==> config.mk <==
export PLATFORM = sky130hd
export DESIGN_NAME = serial_adder_ctrl
export DESIGN_NICKNAME = d
export VERILOG_FILES = /design/src/rtl/serial_adder_ctrl_pkg.sv /design/src/rtl/full_adder_cell.sv /design/src/rtl/half_adder.sv /design/src/rtl/serial_adder_ctrl.sv
export SDC_FILE = /design/constraint.sdc
export NUM_CORES = 1
export LEC_CHECK = 0
export CAP_MARGIN = 10
export CORE_ASPECT_RATIO = 1.4
export CORE_MARGIN = 10
export CORE_UTILIZATION = 50
export CTS_BUF_LIST = sky130_fd_sc_hd__clkbuf_4 sky130_fd_sc_hd__clkbuf_8
export DETAILED_ROUTE_END_ITERATION = 12
export DONT_BUFFER_PORTS = 1
export RECOVER_POWER = 100
export SYNTH_ARGS = -nofsm -noshare
export SYNTH_HDL_FRONTEND = slang
export SYNTH_SLANG_ARGS = --single-unit
==> constraint.sdc <==
create_clock -name clk -period 4.6 [get_ports clk]
set_clock_uncertainty 0.2 [all_clocks]
set_input_delay 0.92 -clock clk [delete_from_list [all_inputs] [get_ports clk]]
set_output_delay 0.92 -clock clk [all_outputs]
set_load 0.05 [all_outputs]
==> src/rtl/serial_adder_ctrl_pkg.sv <==
// Shared constants for the bit-serial adder sequencer.
// Latency: n/a (declarations only).
// Backpressure: n/a.
package serial_adder_ctrl_pkg;

   // FSM encoding; code 3 is unused and recovers to idle
   localparam int STATE_W = 2;
   localparam logic [STATE_W-1:0] ST_IDLE = 2'd0;
   localparam logic [STATE_W-1:0] ST_RUN  = 2'd1;
   localparam logic [STATE_W-1:0] ST_DONE = 2'd2;

   // Bit counter width for a given operand width
   function automatic int cnt_width(input int width);
      return $clog2(width) + 1;
   endfunction

endpackage

==> src/rtl/full_adder_cell.sv <==
// 1-bit full adder from two half adders and an OR for carry-out.
// Latency: combinational.
// Backpressure: none.
module full_adder_cell (
   input  logic a,
   input  logic b,
   input  logic cin,
   output logic sum,
   output logic cout
);

   logic s1;
   logic c1;
   logic c2;

   half_adder u_ha0 (
      .a     (a),
      .b     (b),
      .sum   (s1),
      .carry (c1)
   );

   half_adder u_ha1 (
      .a     (s1),
      .b     (cin),
      .sum   (sum),
      .carry (c2)
   );

   // Both half-adder carries can never be high together, so OR is exact
   assign cout = c1 | c2;

endmodule

==> src/rtl/half_adder.sv <==
// 1-bit half adder, building block of the shared full adder cell.
// Latency: combinational.
// Backpressure: none.
module half_adder (
   input  logic a,
   input  logic b,
   output logic sum,
   output logic carry
);

   assign sum   = a ^ b;
   assign carry = a & b;

endmodule

==> src/rtl/serial_adder_ctrl.sv <==
// Bit-serial adder: accepts a,b, adds LSB-first one bit per clock, returns sum+carry.
// Latency: out_valid rises WIDTH edges after the accepting edge; accept spacing >= WIDTH+2.
// Backpressure: in_ready only in IDLE; result held in DONE until out_ready.
module serial_adder_ctrl
   import serial_adder_ctrl_pkg::*;
#(
   parameter int WIDTH = 4
) (
   input  logic             clk,
   input  logic             rst,
   input  logic             in_valid,
   output logic             in_ready,
   input  logic [WIDTH-1:0] a,
   input  logic [WIDTH-1:0] b,
   output logic             out_valid,
   input  logic             out_ready,
   output logic [WIDTH-1:0] sum,
   output logic             carry,
   output logic             busy
);

   localparam int CNT_W = cnt_width(WIDTH);
   localparam logic [CNT_W-1:0] CNT_LAST = CNT_W'(WIDTH - 1);

   logic [STATE_W-1:0] state;
   logic [CNT_W-1:0]   cnt;
   logic [WIDTH-1:0]   a_sh;
   logic [WIDTH-1:0]   b_sh;
   logic [WIDTH-1:0]   sum_sh;
   logic               c;

   logic               s_bit;
   logic               c_nxt;
   logic [WIDTH-1:0]   sum_nxt;

   // The single shared adder cell, fed from the operand LSBs
   full_adder_cell u_fa (
      .a    (a_sh[0]),
      .b    (b_sh[0]),
      .cin  (c),
      .sum  (s_bit),
      .cout (c_nxt)
   );

   // Sum shift register input: shift right, new bit enters at the MSB
   always_comb begin
      sum_nxt            = sum_sh >> 1;
      sum_nxt[WIDTH-1]   = s_bit;
   end

   // FSM, counter, shift registers and carry flop
   always_ff @(posedge clk) begin
      if (rst) begin
         state  <= ST_IDLE;
         cnt    <= '0;
         a_sh   <= '0;
         b_sh   <= '0;
         sum_sh <= '0;
         c      <= 1'b0;
      end else begin
         case (state)
            ST_IDLE: begin
               if (in_valid) begin
                  a_sh  <= a;
                  b_sh  <= b;
                  c     <= 1'b0;
                  cnt   <= '0;
                  state <= ST_RUN;
               end
            end
            ST_RUN: begin
               a_sh   <= a_sh >> 1;
               b_sh   <= b_sh >> 1;
               sum_sh <= sum_nxt;
               c      <= c_nxt;
               cnt    <= cnt + 1'b1;
               if (cnt == CNT_LAST) begin
                  state <= ST_DONE;
               end
            end
            ST_DONE: begin
               if (out_ready) begin
                  state <= ST_IDLE;
               end
            end
            default: begin
               state <= ST_IDLE;
            end
         endcase
      end
   end

   assign in_ready  = (state == ST_IDLE);
   assign out_valid = (state == ST_DONE);
   assign busy      = (state == ST_RUN) || (state == ST_DONE);
   assign sum       = sum_sh;
   assign carry     = c;

endmodule
==> impl_metrics.py <==
metrics = {
    "timing": {
        "maxSlewViolCount": 0,
        "rsz0062_at_grt": "no",
        "worst_pin_slew_ns": 0.845,
        "final.min_clock_period_ns": 2.54,
        "finalHoldViolCount": 0,
        "finalSetupTns_ns": 0,
        "slew_headroom_pct": 43.7,
        "final-setup-viol-count": 0,
        "finalCritPeriodShare_pct": 55.3,
        "fmax_ghz": 0.393,
    },
    "worst_hold_path": {
        "hold_path_startpoint": "cnt[0]",
        "holdPathEnd": "cnt[0]",
        "hold_path.class": "reg2reg",
        "worstHoldPathCells": 2,
    },
    "clock_tree": {
        "cts.sinks": 18,
        "hold_buffers": 0,
        "insertion_delay_ns": 0.30,
        "post_cts_resized": 0,
        "cts-root-buf": "clkbuf_4",
        "clk_pin_slew_ns": 0.10,
        "cts_tree": "done",
        "cts_setup_buffers": 0,
        "cts.htree.levels": 1,
        "cts.path.max_buffers": 2,
        "cts_made_buffers": 3,
    },
    "cells_and_area": {
        "mostFrequentLayoutCells": "dfxtp_1 (18), nor2_1 (13), mux2i_1 (10)",
        "final_common_cell": "dfxtp_1",
        "antenna_cells": 0,
        "fin_nets": 112,
        "fin_util_pct": 53.5,
        "layout-area-overhead-vs-synth_pct": 0.795,
        "drive_gt1_share_pct": 10.9,
    },
    "synth": {
        "synth_area_um2": 945,
        "synth_seq_cells": 18,
        "ys_seq_area_share_pct": 38.1,
        "syn_nets": 114,
        "syn_area_per_cell_um2": 9.94,
        "synthCells": 95,
        "yosys.cell_types.count": 23,
        "yosys_warnings": 0,
    },
    "outcome": {
        "status": "finished clean",
    },
    "placement": {
        "portBuffers": 0,
        "gp_congestion": 0.679,
        "dpl.hpwl_um": 1290,
    },
    "power_and_ir_drop": {
        "p_leak_uw": 0.000360,
        "p_clk_share_pct": 16.2,
        "power.switching_uw": 271,
        "power_frac_comb_pct": 45.7,
        "switching_share_pct": 44.5,
        "power_density_nw_per_um2": 639,
        "pwr-share-seq_pct": 38.1,
        "internal_power_uw": 338,
        "peakVddDrop_uv": 439,
    },
    "worst_setup_path": {
        "crit_start": "state[1]",
        "cp-start-kind": "register",
        "critPathCaptureType": "output port",
        "r2r_slack_ns": 2.31,
        "timing.rr.end": "b_sh[1]",
        "rr_startpoint": "state[1]",
        "cp_max_fo": 9,
        "cp.arrival_ns": 1.42,
        "critical_path_class": "reg2out",
        "ff2ff_path_depth": 5,
        "cp_data_required_time_ns": 3.48,
    },
    "global_route": {
        "grt_overflow": 0,
        "grt_pass1_vias": 630,
        "grt_usage_pct": 8.67,
        "antenna_found_initial": 0,
        "grt_start_max_net_pins": 23,
        "grt_pass1_wl_um": 2880,
    },
    "routing": {
        "wl_um": 1720,
        "via_per_inst": 5.68,
        "post_drt_wl_per_cell_um": 15.4,
        "dr.pass1.iters": 3,
        "dr_total_vias": 636,
        "post-route-drc-count": 0,
        "ant_nets": 0,
        "first_iter_violations": 14,
    },
    "die": {
        "num_rows": 18,
        "die_y_um": 71.4,
        "die_area_um2": 4050,
        "core_um2": 1780,
        "die_w_um": 56.7,
        "initial_core_util_pct": 53.1,
        "ios": 20,
    },
    "flow_run": {
        "drv_cap": 0,
    },
}
==> final cells by class <==
class	count	area, um^2
flip-flops and latches	18	360
clock buffers	4	36.3
fillers	172	827
inverters	8	30.0
multi-input cells	62	500
well taps	20	25.0
==> Yosys cell counts (all sizes together) <==
master / n / area [um^2]
dfxtp: 18 / 360
nor2: 13 / 48.8
mux2i: 10 / 100
inv: 8 / 30.0
a211oi: 7 / 82.6
buf: 7 / 50.1
ha: 6 / 75.1
nand2b: 5 / 31.3
nor2b: 4 / 25.0
a32oi: 3 / 26.3
a31oi: 2 / 12.5
nand4: 2 / 12.5
o31ai: 2 / 15.0
o32ai: 2 / 17.5
a21oi: 1 / 5.00
and3: 1 / 6.26
fa: 1 / 20.0
mux2: 1 / 15.0
nand2: 1 / 3.75
nand3b: 1 / 7.51
==> power by group through the flow <==
| stage | Combinational [uW] | Sequential, uW | Clock [uW] |
|---|---|---|---|
| final | 278 | 232 | 98.6 |
| after global routing | 306 | 237 | 107 |
| after global placement | 284 | 234 | 0 |
| after detailed placement | 288 | 236 | 0 |
| after floorplan | 282 | 229 | 0 |
| after CTS | 289 | 232 | 101 |
==> kinds of logic (layout without fill, tap and decap cells) <==
| kind of cell | after synthesis | count (layout) | share of synthesized area [%] |
|---|---|---|---|
| adders and majority gates | 7 | 7 | 10.1 |
| AOI/OAI and AO/OA | 17 | 17 | 16.8 |
| and+or+nand+nor | 27 | 27 | 14.3 |
| DFF | 18 | 18 | 38.1 |
| buffers and inverters | 15 | 12 | 8.48 |
| muxes | 11 | 11 | 12.2 |
==> worst max-delay path by stage <==
stage / endpoint / slack (ns) / cells past startpoint
detailed placement: in_ready / 2.37 / 2
CTS: in_ready / 2.03 / 2
global placement: in_ready / 2.42 / 2
floorplan: busy / 2.53 / 2
global route: in_ready / 1.97 / 2
finish: in_ready / 2.06 / 2
==> registers in the layout, indices dropped and copies added, names as in the netlist <==
register / flops
b_sh: 4
sum: 4
cnt: 3
a_sh: 4
state: 2
carry: 1
==> per-stage QoR <==
step	total power (uW)	hold slack [ns]	area, um^2	instances	setup slack [ns]
floorplan	511	0.244	945	95	2.53
global placement	519	0.257	920	108	2.42
detailed placement	524	0.261	920	108	2.37
CTS	622	0.275	956	112	2.03
global route	650	0.296	952	112	1.97
finish	608	0.272	952	112	2.06
==> metal layers <==
| layer | GRT usage (%) | routed length (um) |
|---|---|---|
| met1 | 9.15 | 735 |
| met2 | 14.1 | 859 |
| met3 | 3.35 | 92 |
| met4 | 5.50 | 36 |
| met5 | 0 | 0 |
==> worst max-delay path, cell delays in order (launching register included) <==
cell	delay [ns]
dfxtp_1	0.33
inv_1	0.11
ha_1	0.68
No activity file was read; power rests on OpenSTA's default activity.
